<file path="src/rtl/aw_queue_mc_pkg.sv">
// Shared types for the multi-channel AW buffer: the stored AW entry and
// the arbitration mode constants.
package aw_pkg;

    localparam int AW_ID_W   = 4;
    localparam int AW_ADDR_W = 32;
    localparam int AW_LEN_W  = 4;
    localparam int AW_SIZE_W = 3;

    localparam int ARB_RR    = 0;
    localparam int ARB_FIXED = 1;

    typedef struct packed {
        logic [AW_ID_W-1:0]   id;
        logic [AW_ADDR_W-1:0] addr;
        logic [AW_LEN_W-1:0]  len;
        logic [AW_SIZE_W-1:0] size;
        logic [1:0]           burst;
    } aw_entry_t;

    function automatic int ch_width(input int n);
        return (n > 1) ? $clog2(n) : 1;
    endfunction

endpackage

</file>
<file path="src/rtl/aw_queue_mc_if.sv">
// Bundle of the per-channel upstream AW inputs, the merged downstream AW
// stream and the per-queue occupancy.
interface aw_queue_mc_if #(
    parameter int ID_WIDTH   = 4,
    parameter int ADDR_WIDTH = 32,
    parameter int LEN_WIDTH  = 4,
    parameter int SIZE_WIDTH = 3,
    parameter int NUM_CH     = 4,
    parameter int DEPTH      = 8
);
    import aw_pkg::*;

    localparam int CH_W  = ch_width(NUM_CH);
    localparam int CNT_W = $clog2(DEPTH + 1);

    logic [NUM_CH-1:0]            s_awvalid;
    logic [NUM_CH-1:0]            s_awready;
    logic [NUM_CH*ID_WIDTH-1:0]   s_awid;
    logic [NUM_CH*ADDR_WIDTH-1:0] s_awaddr;
    logic [NUM_CH*LEN_WIDTH-1:0]  s_awlen;
    logic [NUM_CH*SIZE_WIDTH-1:0] s_awsize;
    logic [NUM_CH*2-1:0]          s_awburst;

    logic                         m_awvalid;
    logic                         m_awready;
    logic [CH_W+ID_WIDTH-1:0]     m_awid;
    logic [ADDR_WIDTH-1:0]        m_awaddr;
    logic [LEN_WIDTH-1:0]         m_awlen;
    logic [SIZE_WIDTH-1:0]        m_awsize;
    logic [1:0]                   m_awburst;
    logic [CH_W-1:0]              m_ch;
    logic [NUM_CH*CNT_W-1:0]      occupancy;

    modport slave (
        input  s_awvalid, s_awid, s_awaddr, s_awlen, s_awsize, s_awburst, m_awready,
        output s_awready, m_awvalid, m_awid, m_awaddr, m_awlen, m_awsize, m_awburst,
               m_ch, occupancy
    );

    modport master (
        output s_awvalid, s_awid, s_awaddr, s_awlen, s_awsize, s_awburst, m_awready,
        input  s_awready, m_awvalid, m_awid, m_awaddr, m_awlen, m_awsize, m_awburst,
               m_ch, occupancy
    );

endinterface

</file>
<file path="src/rtl/aw_sync_fifo.sv">
// Single-clock FIFO with a combinational head output; storage is not reset,
// only pointers and count are.
module aw_sync_fifo #(
    parameter int DEPTH  = 8,
    parameter int DATA_W = 8
) (
    input  logic                       clk,
    input  logic                       rst,
    input  logic                       push_i,
    input  logic [DATA_W-1:0]          data_i,
    input  logic                       pop_i,
    output logic                       full_o,
    output logic                       empty_o,
    output logic [$clog2(DEPTH+1)-1:0] count_o,
    output logic [DATA_W-1:0]          head_o
);
    localparam int CNT_W = $clog2(DEPTH + 1);
    localparam int PTR_W = $clog2(DEPTH);

    logic [DATA_W-1:0] mem_q [DEPTH];
    logic [PTR_W-1:0]  wr_ptr_q, wr_ptr_d;
    logic [PTR_W-1:0]  rd_ptr_q, rd_ptr_d;
    logic [CNT_W-1:0]  count_q, count_d;
    logic              push_ok, pop_ok;

    assign full_o  = (count_q == CNT_W'(DEPTH));
    assign empty_o = (count_q == '0);
    assign count_o = count_q;
    assign head_o  = mem_q[rd_ptr_q];

    assign push_ok = push_i && !full_o;
    assign pop_ok  = pop_i && !empty_o;

    always_comb begin
        wr_ptr_d = push_ok ? wr_ptr_q + 1'b1 : wr_ptr_q;
        rd_ptr_d = pop_ok ? rd_ptr_q + 1'b1 : rd_ptr_q;
        count_d  = count_q;
        if (push_ok && !pop_ok) begin
            count_d = count_q + 1'b1;
        end else if (!push_ok && pop_ok) begin
            count_d = count_q - 1'b1;
        end
    end

    always_ff @(posedge clk) begin
        if (rst) begin
            wr_ptr_q <= '0;
            rd_ptr_q <= '0;
            count_q  <= '0;
        end else begin
            wr_ptr_q <= wr_ptr_d;
            rd_ptr_q <= rd_ptr_d;
            count_q  <= count_d;
        end
    end

    always_ff @(posedge clk) begin
        if (push_ok) begin
            mem_q[wr_ptr_q] <= data_i;
        end
    end

endmodule

</file>
<file path="src/rtl/aw_queue_mc.sv">
// NUM_CH independent AW queues merged into one AW stream by a round-robin or
// fixed-priority arbiter; the source channel is prepended to AWID.
module aw_queue_mc
    import aw_pkg::*;
#(
    parameter int ID_WIDTH   = 4,
    parameter int ADDR_WIDTH = 32,
    parameter int LEN_WIDTH  = 4,
    parameter int SIZE_WIDTH = 3,
    parameter int NUM_CH     = 4,
    parameter int DEPTH      = 8,
    parameter int ARB_MODE   = ARB_RR
) (
    input  logic           clk,
    input  logic           rst,
    aw_queue_mc_if.slave   bus
);
    localparam int CH_W  = ch_width(NUM_CH);
    localparam int CNT_W = $clog2(DEPTH + 1);

    typedef logic [CH_W-1:0] ch_t;

    logic [NUM_CH-1:0]       full, empty, push, pop, s_rdy;
    logic [NUM_CH*CNT_W-1:0] occ;
    aw_entry_t               head  [NUM_CH];
    logic [CNT_W-1:0]        count [NUM_CH];

    ch_t       rr_ptr_q, rr_ptr_d;
    ch_t       hold_ch_q, hold_ch_d;
    logic      hold_vld_q, hold_vld_d;
    ch_t       arb_ch, grant_ch;
    logic      found;
    int        idx;
    logic      any_ne, m_vld, pop_any;
    aw_entry_t sel;

    for (genvar i = 0; i < NUM_CH; i++) begin : g_ch
        aw_entry_t wr_entry;

        assign wr_entry.id    = bus.s_awid[i*ID_WIDTH +: ID_WIDTH];
        assign wr_entry.addr  = bus.s_awaddr[i*ADDR_WIDTH +: ADDR_WIDTH];
        assign wr_entry.len   = bus.s_awlen[i*LEN_WIDTH +: LEN_WIDTH];
        assign wr_entry.size  = bus.s_awsize[i*SIZE_WIDTH +: SIZE_WIDTH];
        assign wr_entry.burst = bus.s_awburst[i*2 +: 2];

        aw_sync_fifo #(
            .DEPTH  (DEPTH),
            .DATA_W ($bits(aw_entry_t))
        ) u_fifo (
            .clk     (clk),
            .rst     (rst),
            .push_i  (push[i]),
            .data_i  (wr_entry),
            .pop_i   (pop[i]),
            .full_o  (full[i]),
            .empty_o (empty[i]),
            .count_o (count[i]),
            .head_o  (head[i])
        );
    end

    always_comb begin
        s_rdy = '0;
        push  = '0;
        pop   = '0;
        occ   = '0;
        for (int i = 0; i < NUM_CH; i++) begin
            s_rdy[i] = !full[i] && !rst;
            push[i]  = bus.s_awvalid[i] && s_rdy[i];
            pop[i]   = pop_any && (grant_ch == ch_t'(i));
            occ[i*CNT_W +: CNT_W] = count[i];
        end
    end

    // Arbitration: search for the first non-empty queue
    always_comb begin
        arb_ch = '0;
        found  = 1'b0;
        idx    = 0;
        if (ARB_MODE == ARB_FIXED) begin
            for (int i = 0; i < NUM_CH; i++) begin
                if (!found && !empty[i]) begin
                    arb_ch = ch_t'(i);
                    found  = 1'b1;
                end
            end
        end else begin
            for (int k = 0; k < NUM_CH; k++) begin
                idx = int'(rr_ptr_q) + k;
                if (idx >= NUM_CH) idx = idx - NUM_CH;
                if (!found && !empty[idx]) begin
                    arb_ch = ch_t'(idx);
                    found  = 1'b1;
                end
            end
        end
    end

    // A stalled grant is held so a newly filled higher-priority queue cannot steal it
    assign grant_ch = hold_vld_q ? hold_ch_q : arb_ch;
    assign any_ne   = |(~empty);
    assign m_vld    = any_ne && !rst;
    assign pop_any  = m_vld && bus.m_awready;
    assign sel      = head[grant_ch];

    always_comb begin
        rr_ptr_d   = rr_ptr_q;
        if (pop_any) begin
            rr_ptr_d = (grant_ch == ch_t'(NUM_CH - 1)) ? '0 : grant_ch + 1'b1;
        end
        hold_vld_d = m_vld && !bus.m_awready;
        hold_ch_d  = grant_ch;
    end

    always_ff @(posedge clk) begin
        if (rst) begin
            rr_ptr_q   <= '0;
            hold_vld_q <= 1'b0;
            hold_ch_q  <= '0;
        end else begin
            rr_ptr_q   <= rr_ptr_d;
            hold_vld_q <= hold_vld_d;
            hold_ch_q  <= hold_ch_d;
        end
    end

    // Fields are forced to zero when idle so stale storage never leaks out
    assign bus.s_awready = s_rdy;
    assign bus.occupancy = occ;
    assign bus.m_awvalid = m_vld;
    assign bus.m_ch      = m_vld ? grant_ch : '0;
    assign bus.m_awid    = m_vld ? {grant_ch, sel.id} : '0;
    assign bus.m_awaddr  = m_vld ? sel.addr : '0;
    assign bus.m_awlen   = m_vld ? sel.len : '0;
    assign bus.m_awsize  = m_vld ? sel.size : '0;
    assign bus.m_awburst = m_vld ? sel.burst : '0;

endmodule

</file>
<file path="src/flat_wrapper.sv">
// flat-port wrapper written by rule: the top's interface ports become plain ports
module aw_queue_mc_flat import aw_pkg::*;
#(
    parameter int ID_WIDTH   = 4,
    parameter int ADDR_WIDTH = 32,
    parameter int LEN_WIDTH  = 4,
    parameter int SIZE_WIDTH = 3,
    parameter int NUM_CH     = 4,
    parameter int DEPTH      = 8,
    parameter int ARB_MODE   = ARB_RR
)
  (clk, rst, bus_s_awvalid, bus_s_awid, bus_s_awaddr, bus_s_awlen, bus_s_awsize, bus_s_awburst, bus_m_awready, bus_s_awready, bus_m_awvalid, bus_m_awid, bus_m_awaddr, bus_m_awlen, bus_m_awsize, bus_m_awburst, bus_m_ch, bus_occupancy);
  aw_queue_mc_if #(.ID_WIDTH(ID_WIDTH), .ADDR_WIDTH(ADDR_WIDTH), .LEN_WIDTH(LEN_WIDTH), .SIZE_WIDTH(SIZE_WIDTH), .NUM_CH(NUM_CH), .DEPTH(DEPTH)) bus_i ();
  input  logic clk;
  input  logic rst;
  input wire logic [$bits(bus_i.s_awvalid)-1:0] bus_s_awvalid;
  input wire logic [$bits(bus_i.s_awid)-1:0] bus_s_awid;
  input wire logic [$bits(bus_i.s_awaddr)-1:0] bus_s_awaddr;
  input wire logic [$bits(bus_i.s_awlen)-1:0] bus_s_awlen;
  input wire logic [$bits(bus_i.s_awsize)-1:0] bus_s_awsize;
  input wire logic [$bits(bus_i.s_awburst)-1:0] bus_s_awburst;
  input wire logic [$bits(bus_i.m_awready)-1:0] bus_m_awready;
  output wire logic [$bits(bus_i.s_awready)-1:0] bus_s_awready;
  output wire logic [$bits(bus_i.m_awvalid)-1:0] bus_m_awvalid;
  output wire logic [$bits(bus_i.m_awid)-1:0] bus_m_awid;
  output wire logic [$bits(bus_i.m_awaddr)-1:0] bus_m_awaddr;
  output wire logic [$bits(bus_i.m_awlen)-1:0] bus_m_awlen;
  output wire logic [$bits(bus_i.m_awsize)-1:0] bus_m_awsize;
  output wire logic [$bits(bus_i.m_awburst)-1:0] bus_m_awburst;
  output wire logic [$bits(bus_i.m_ch)-1:0] bus_m_ch;
  output wire logic [$bits(bus_i.occupancy)-1:0] bus_occupancy;
  assign bus_i.s_awvalid = bus_s_awvalid;
  assign bus_i.s_awid = bus_s_awid;
  assign bus_i.s_awaddr = bus_s_awaddr;
  assign bus_i.s_awlen = bus_s_awlen;
  assign bus_i.s_awsize = bus_s_awsize;
  assign bus_i.s_awburst = bus_s_awburst;
  assign bus_i.m_awready = bus_m_awready;
  assign bus_s_awready = bus_i.s_awready;
  assign bus_m_awvalid = bus_i.m_awvalid;
  assign bus_m_awid = bus_i.m_awid;
  assign bus_m_awaddr = bus_i.m_awaddr;
  assign bus_m_awlen = bus_i.m_awlen;
  assign bus_m_awsize = bus_i.m_awsize;
  assign bus_m_awburst = bus_i.m_awburst;
  assign bus_m_ch = bus_i.m_ch;
  assign bus_occupancy = bus_i.occupancy;
  aw_queue_mc #(.ID_WIDTH(ID_WIDTH), .ADDR_WIDTH(ADDR_WIDTH), .LEN_WIDTH(LEN_WIDTH), .SIZE_WIDTH(SIZE_WIDTH), .NUM_CH(NUM_CH), .DEPTH(DEPTH), .ARB_MODE(ARB_MODE)) u_core (.clk(clk), .rst(rst), .bus(bus_i));
endmodule
</file>
<file path="config.mk">
export PLATFORM = sky130hd
export DESIGN_NAME = aw_queue_mc_flat
export DESIGN_NICKNAME = d
export VERILOG_FILES = /design/src/rtl/aw_queue_mc_pkg.sv /design/src/rtl/aw_queue_mc_if.sv /design/src/rtl/aw_sync_fifo.sv /design/src/rtl/aw_queue_mc.sv /design/src/flat_wrapper.sv
export SDC_FILE = /design/constraint.sdc
export NUM_CORES = 1
export LEC_CHECK = 0
export CORE_ASPECT_RATIO = 0.8
export CORE_MARGIN = 1
export CORE_UTILIZATION = 28
export DETAILED_ROUTE_END_ITERATION = 8
export MAX_ROUTING_LAYER = met4
export PLACE_DENSITY = 0.42
export SYNTH_ARGS = -nofsm -noshare
export SYNTH_HDL_FRONTEND = slang
export SYNTH_HIERARCHICAL = 1
export SYNTH_SLANG_ARGS = --single-unit
</file>
<file path="constraint.sdc">
create_clock -name clk -period 9.5 [get_ports clk]
set_clock_uncertainty 0.1 [all_clocks]
set_input_delay 2.85 -clock clk [delete_from_list [all_inputs] [get_ports clk]]
set_output_delay 2.85 -clock clk [all_outputs]
set_load 0.02 [all_outputs]
</file>
==> results of run 1 <==
==> power groups by stage <==
stage / Clock [mW] / Sequential, mW / Combinational [mW]
6_report: 6.19 / 7.70 / 4.28
2_1_floorplan: 0 / 7.77 / 2.75
3_5_place_dp: 0 / 7.85 / 4.38
3_3_place_gp: 0 / 7.82 / 4.32
4_1_cts: 6.38 / 7.71 / 4.38
5_1_grt: 6.60 / 7.73 / 4.50
==> worst register-to-register path: stages (launching register included) <==
cell      delay (ps)
dfxtp_1          410
nor4_1           890
nand2b_1         190
or3_4            380
nand4_4          450
inv_2            120
nor3_2           840
o41ai_4          310
ha_1             280
inv_1            130
ha_1             290
a21oi_1          240
a211oi_1         110
a31oi_1          190
mux2_2           360
==> cells by family after synthesis <==
group           synth area share
flops                      0.738
xor+xnor                 0.00350
compound gates            0.0135
simple gates              0.0140
mux                        0.208
buf+inv                   0.0169
fa+ha+maj                0.00570
==> placed cells by master, fill, tap and decap left out, types with 13 or more instances in the layout <==
cell type and instances:
a21oi_1 13, buf_4 51, bufinv_16 13, clkbuf_1 32, clkbuf_16 169, clkdlybuf4s50_1 255
clkinv_1 37, clkinv_2 29, dfxtp_1 45, diode_2 43, edfxtp_1 1440, ha_1 21
inv_1 16, mux2_2 184, mux2i_1 99, mux4_1 360, nand2_1 20, nor2_1 62
nor3_2 19, o22ai_2 39
==> per-layer routing <==
layer / vias to the layer above / wire length (um) / GRT usage
li1: 12000 / - / -
met1: 14900 / 76500 / 0.209
met2: 611 / 87700 / 0.274
met3: 217 / 10500 / 0.0421
met4: 0 / 2360 / 0.0296
met5: - / 0 / -
==> cell usage after synthesis, types with 6 or more instances <==
cell type	count	share of area
a21oi_1	13	0.0011
buf_1	29	0.0018
buf_4	6	0.00075
buf_6	44	0.0082
clkbuf_1	32	0.0020
clkbuf_2	8	0.00067
dfxtp_1	57	0.019
edfxtp_1	1440	0.72
ha_1	21	0.0044
inv_1	16	0.0010
mux2_2	184	0.034
mux2i_1	99	0.016
mux4_1	360	0.16
nand2_1	20	0.0012
nand2b_1	10	0.0010
nand3_1	9	0.00075
nor2_1	74	0.0046
nor3_1	19	0.0016
nor4_1	8	0.00083
o22ai_1	6	0.00062
o22ai_2	39	0.0081
xnor2_1	12	0.0017
xor2_1	12	0.0017
==> sequential cells by signal (all words and copies together), names as in the netlist, named ones only <==
| name | cells |
|---|---|
| u_core/g_ch.u_fifo/wr_ptr_q | 12 |
| u_core/hold_ch_q | 2 |
| u_core/g_ch.u_fifo/mem_q | 1440 |
| u_core/g_ch.u_fifo/count_o | 16 |
| u_core/g_ch.u_fifo/rd_ptr_q | 12 |
| u_core/rr_ptr_q | 2 |
| u_core/hold_vld_q | 1 |
==> path summary, 6_finish.rpt <==
check,to,slack [ps],depth (start not counted)
worst min-delay path,flip-flop,410,2
worst max-delay path,bus_m_awaddr[0],1430,6
worst min register to register,flip-flop,410,2
worst max register to register,u_core/g_ch[2].u_fifo/count_o[3],4080,14
==> final cells by class <==
class | count | area, um^2 | area share
Antenna cell | 43 | 108 | 0.00151
Clock buffer | 203 | 4380 | 0.0613
Clock inverter | 101 | 877 | 0.0123
Inverter | 20 | 78.8 | 0.00110
Multi-Input combinational cell | 932 | 15000 | 0.210
Sequential cell | 1497 | 44400 | 0.623
Tap cell | 2830 | 3540 | 0.0496
Timing Repair Buffer | 309 | 2980 | 0.0418
==> out/results.ini, run 1 <==
[outcome]
status=completed

[timing]
rsz0062_at_grt=no
finalHoldViolations=0
setup_viol=0
tightest_slew_ps=1010
finalCriticalPeriod_ps=8070
fin_crit_sh=0.849
maxSlewHeadroom=0.324
tns_ps=0
final-max-slew-violation-count=0
fin_hold_ws_ps=410
setup_slack_ps=1430
clock.fmax_mhz=124

[placed_design]
port_buffers=256
pre_cts_ws_ps=1440
gp_congestion=0.752
place_area_um2=66000
dp_hpwl_um=113000
dp_cells=5588

[route]
vias=27600
drt_iter0_markers=1946
wl_um=177000
postRouteAntennaNets=0
drc=0
routedWlPerCell_um=29.8
first_pass_iters=5
drt-vias-per-instance=4.66

[clock_tree]
cts_made_buffers=165
cts_setup_buffers=0
clock_path_buffers=3
clk_pin_slew_ps=60
hold_buffers=0
cts.sinks=1497
cts_tree=built
cts_resized=0
clock_latency_ps=780
h-tree-depth=4
cts-root-buf=clkbuf_16

[global_routing]
grt.total_usage=0.166
grt_max_degree=55
grt.overflow.total=0
grt_pass1_wl_um=238000
grt_pass1_vias=28100
antenna_found_initial=84

[floorplanning]
ios=257
row_count=151
dieArea_um2=217000
start_util=0.283
dieWidth_um=520
core-area_um2=213000
die_h_um=417

[min_path]
hold_path.class=reg2reg
min_from=u_core/g_ch[3].u_fifo/rd_ptr_q[2]

[pwr]
powerDensity_nw_per_um2=255
seqPwrFrac=0.424
p_sw_frac=0.289
clockPowerShare=0.340
leakagePower_nw=22.6
power_mw=18.2
combinationalPowerShare=0.236
p_int_mw=12.9
power_switching_mw=5.24
ir_worst_vdd_uv=301

[setup_path]
cp_max_fo=45
worstPathCellList=buf_2, a41o_1, clkinv_2, nand2_4, o22ai_2, clkdlybuf4s50_1
worstPathRequired_ps=6550
crit_type=in2out
r2r-start=u_core/g_ch[1].u_fifo/count_o[1]
critPathBufInv=3
crit_arrival_ps=5120
slowest_stage=clkdlybuf4s50_1
slowest_delay_ps=660
startpoint=rst
cp-end-kind=output pin
startpoint_type=input pin
cp_top_family=buffers and inverters

[cells_and_area]
n_fill_cell=19800
areaGrowthSynthToFinish_pct=18.6
drive_gt1_frac=0.191
fin_area_um2=71300
finalNetCount=3137
stdcell_count=5935
fin_util=0.336

[synthesis]
ys_seq_area_frac=0.738
syn_area_um2=60100
yosys.cell_types.count=50
synth-edff-count=1440
syn-num-nets=2790
netlist_instances=2578
synth_warnings=6
syn_avg_cell_area_um2=23.3
ys_seq_elements=1497
ys.flop_type=edfxtp_1
synthArstFlopShare=0

[job]
cap_violations=0

Note: power is estimated with default switching activity, not from simulation.
==> inputs of run 2 (changes only) <==
Clock period 9.5 ns to 8.4 ns, I/O delays scaled along.
==> run 2 against run 1 <==
- total power up 14%
- sequential power up 13%
- global-route usage up 0.15 points
- final cell count up 0.15%
- final area up 0.23%
- die area unchanged
==> out/results.ini, run 2 (synthesis results as in run 1) <==
[placed_design]
port_buffers=256
gp_congestion=0.735
place_area_um2=66100
dp_hpwl_um=117000

[floorplanning]
dieArea_um2=217000
row_count=151
die_h_um=417
start_util=0.283
core-area_um2=213000
ios=257
dieWidth_um=520

[timing]
tns_ps=0
setup_viol=0
tightest_slew_ps=1110
finalCriticalPeriod_ps=7730
finalHoldViolations=0
fin_crit_sh=0.921
clock.fmax_mhz=129
maxSlewHeadroom=0.259
rsz0062_at_grt=no
final-max-slew-violation-count=0

[global_routing]
grt_max_degree=74
grt.total_usage=0.168
grt.overflow.total=0
grt_pass1_vias=28100
antenna_found_initial=100
grt_pass1_wl_um=239000

[clock_tree]
cts_setup_buffers=0
h-tree-depth=4
hold_buffers=0
cts-root-buf=clkbuf_16
clock_path_buffers=3
cts_resized=0
clock_latency_ps=780
cts_tree=built
cts.sinks=1497
clk_pin_slew_ps=60
cts_made_buffers=164

[pwr]
seqPwrFrac=0.421
power_switching_mw=5.96
leakagePower_nw=22.7
power_mw=20.7
p_sw_frac=0.288
ir_worst_vdd_uv=223
clockPowerShare=0.342
powerDensity_nw_per_um2=289
combinationalPowerShare=0.237
p_int_mw=14.7

[cells_and_area]
largest_register_ffs=1440
regMostFlops=u_core/g_ch.u_fifo/mem_q
final_common_cell=edfxtp_1
finalNetCount=3146
fin_util=0.336
drive_gt1_frac=0.196
n_fill_cell=19700
fin_area_um2=71500
areaGrowthSynthToFinish_pct=18.9
final_cell_mix=edfxtp_1, mux4_1, clkdlybuf4s50_1

[setup_path]
crit_arrival_ps=5110
cp-end-kind=output pin
cp_max_fo=20
slowest_stage=nor4_4
slowest_delay_ps=860
critPathBufInv=2
crit_type=reg2out
startpoint_type=flip-flop
cp_top_family=simple AND/OR/NAND/NOR gates
worstPathRequired_ps=5780
cp_common_cell=mux2i_1
worstPathCellList=nor4_4, mux2i_1, nand3b_1, nand4_4, buf_4, mux2i_1, o22ai_2, clkdlybuf4s50_1

[min_path]
hold_path.class=reg2reg

[job]
cap_violations=0

[route]
vias=27700
routedWlPerCell_um=29.9
wl_um=178000
drc=0
drt-vias-per-instance=4.66
first_pass_iters=5
drt_iter0_markers=2117
postRouteAntennaNets=0

[outcome]
status=completed

run 2: power groups by stage:
stage / Sequential, mW / Clock, mW / Combinational, mW
final: 8.70 / 7.07 / 4.91
after global routing: 8.73 / 7.53 / 5.15
after CTS: 8.71 / 7.26 / 5.04
after detailed placement: 8.87 / 0 / 5.02
after global placement: 8.84 / 0 / 4.97
after floorplan: 8.79 / 0 / 3.11
run 2: final timing paths:
check / startpoint / end / slack, ps / cells past startpoint
setup / recovery: u_core/g_ch[0].u_fifo/count_o[1] / bus_m_awaddr[9] / 670 / 8
hold / removal: u_core/g_ch[3].u_fifo/rd_ptr_q[2] / flip-flop / 420 / 2
setup reg to reg: u_core/g_ch[1].u_fifo/count_o[1] / u_core/g_ch[2].u_fifo/count_o[3] / 2640 / 15
hold reg to reg: u_core/g_ch[3].u_fifo/rd_ptr_q[2] / flip-flop / 420 / 2
run 2: worst min-delay path, stage by stage, from the launching register on:
cell	delay [ps]
dfxtp_1	320
xnor2_1	110
nor2_1	40
run 2: layout make-up:
class | count | area [um^2] | area share
diodes | 51 | 128 | 0.00178
repair buffers | 319 | 3080 | 0.0431
multi-input cells | 932 | 15000 | 0.209
clock inverters | 90 | 916 | 0.0128
well taps | 2830 | 3540 | 0.0495
inverters | 20 | 78.8 | 0.00110
clock buffers | 205 | 4380 | 0.0613
flip-flops and latches | 1497 | 44400 | 0.621
run 2: per-layer routing:
metal | track usage | part of all wire | vias to the layer above
met3 | 0.0446 | 0.067 | 212
met2 | 0.277 | 0.50 | 672
met5 | - | 0 | -
met4 | 0.0306 | 0.016 | 0
met1 | 0.208 | 0.42 | 14800
li1 | - | - | 12000
run 2: per-stage QoR:
stage / setup slack (ps) / hold WS (ps) / std cells
after floorplan: 114 / 390 / 2578
after global placement: 1140 / 398 / 5598
after detailed placement: 1090 / 402 / 5598
after CTS: 339 / 418 / 5893
after global routing: 486 / 437 / 5936
final: 667 / 418 / 5944
==> inputs of run 3 (changes only) <==
Settings changed: MAX_ROUTING_LAYER met4 to not set.
==> run 3 against run 2 <==
- via count rose by 0.24%
- sequential cell count unchanged
- largest cell class unchanged
- fmax rose by 0.21%
- utilization is 0.055 points lower
- first-iteration DRC count down 6.3%
- sequential share of layout area increased by 0.10 points
- sequential power about the same
- final cell count shrank 0.79%
- combinational power hardly changed
==> out/results.ini, run 3 (synthesis results as in run 1) <==
[cells_and_area]
regMostFlops=u_core/g_ch.u_fifo/mem_q
final_cell_mix=edfxtp_1, mux4_1, clkdlybuf4s50_1
fin_area_um2=71400
finalNetCount=3146
seq_area_um2=44400
drive_gt1_frac=0.196
n_fill_cell=19700
largest_register_ffs=1440
final_common_cell=edfxtp_1
multi_input_area_um2=15000
areaGrowthSynthToFinish_pct=18.7

[clock_tree]
cts_setup_buffers=0
h-tree-depth=4
cts-root-buf=clkbuf_16
clock_path_buffers=3
cts.sinks=1497
cts_resized=0
hold_buffers=0
cts_tree=built
cts_made_buffers=164
clock_latency_ps=780
clk_pin_slew_ps=60

[outcome]
status=completed

[placed_design]
dp_hpwl_um=117000
port_buffers=256
gp_congestion=0.727
place_area_um2=66100

[floorplanning]
die_h_um=417
start_util=0.283
row_count=151
core-area_um2=213000
ios=257
dieWidth_um=520
dieArea_um2=217000

[route]
first_pass_iters=5
wl_um=178000
drc=0
drt-vias-per-instance=4.71
drt_iter0_markers=1983
routedWlPerCell_um=30.2
vias=27700
postRouteAntennaNets=0

[global_routing]
grt_max_degree=74
grtUsageMet2=0.277
antenna_found_initial=100
grt.total_usage=0.163
grt-busiest-layer=met2
grt_pass1_wl_um=239000
grtUsageMet1=0.208
grt_use_met3=0.0443
grt.overflow.total=0
grt_pass1_vias=28200

[timing]
final-max-slew-violation-count=0
rsz0062_at_grt=no
tns_ps=0
setup_viol=0
maxSlewHeadroom=0.235
tightest_slew_ps=1140
finalHoldViolations=0
fin_crit_sh=0.919
finalCriticalPeriod_ps=7720
clock.fmax_mhz=130

[min_path]
holdPathStages=2
hold_path.class=reg2reg
min_from=u_core/g_ch[3].u_fifo/rd_ptr_q[2]

[job]
cap_violations=0

[setup_path]
startpoint_type=flip-flop
cp-end-kind=output pin
timing.rr.end=u_core/g_ch[2].u_fifo/count_o[3]
reg2reg_slack_ps=2620
r2r-start=u_core/g_ch[1].u_fifo/count_o[1]
crit_arrival_ps=5100
crit_type=reg2out
cp_max_fo=20
r2r_cells=15
worstPathRequired_ps=5780

[pwr]
ir_worst_vdd_uv=225
leakagePower_nw=22.7
powerDensity_nw_per_um2=290

[run 3: cell count changes in the layout (fill, tap and decap cells not counted)]
cell / change
diode_2: -47
[run 3: worst max-delay path by stage]
stage,start,endpoint,slack [ps]
floorplan,rst,u_core/g_ch[0].u_fifo/mem_q[0][0],110
global placement,rst,bus_m_awaddr[14],1140
detailed placement,rst,bus_m_awaddr[1],1090
CTS,u_core/g_ch[0].u_fifo/count_o[1],bus_m_awaddr[9],340
global route,u_core/g_ch[0].u_fifo/count_o[1],bus_m_awaddr[9],490
finish,u_core/g_ch[0].u_fifo/count_o[1],bus_m_awaddr[9],680
[run 3: cell type report]
class	count	area share
sequential	1497	0.622
multi-input combinational	932	0.210
clock buffer	205	0.0614
tap	2830	0.0496
timing repair buffer	319	0.0431
clock inverter	90	0.0128
inverter	20	0.00110
antenna	4	0.000140
[run 3: per-layer routing]
layer  up-vias  wire [um]
met5         -        450
met2       690      88000
li1      11900          -
met3       273      11200
met4        74       2850
met1     14800      75300
[run 3: worst max-delay path, stage by stage (launching register included)]
cell and delay (ps):
dfxtp_1 430, nor4_4 840, mux2i_1 170, nand3b_1 180, nand4_4 690, buf_4 490
mux2i_1 690, o22ai_2 200, clkdlybuf4s50_1 590
[run 3: power breakdown]
group          total [mW]  switching, mW  internal, mW
combinational        4.91           2.84          2.06
clock                7.07           2.88          4.19
sequential           8.70          0.235          8.47
[run 3: metrics by stage]
step | hold WS (ps) | worst slack (ps) | power, mW | instances | util
after floorplan | 390 | 114 | 11.9 | 2578 | -
after global placement | 398 | 1140 | 13.8 | 5598 | 0.311
after detailed placement | 402 | 1090 | 13.9 | 5598 | 0.311
after CTS | 418 | 339 | 21.0 | 5893 | 0.336
after global routing | 437 | 487 | 21.4 | 5894 | 0.336
final | 415 | 683 | 20.7 | 5897 | 0.336
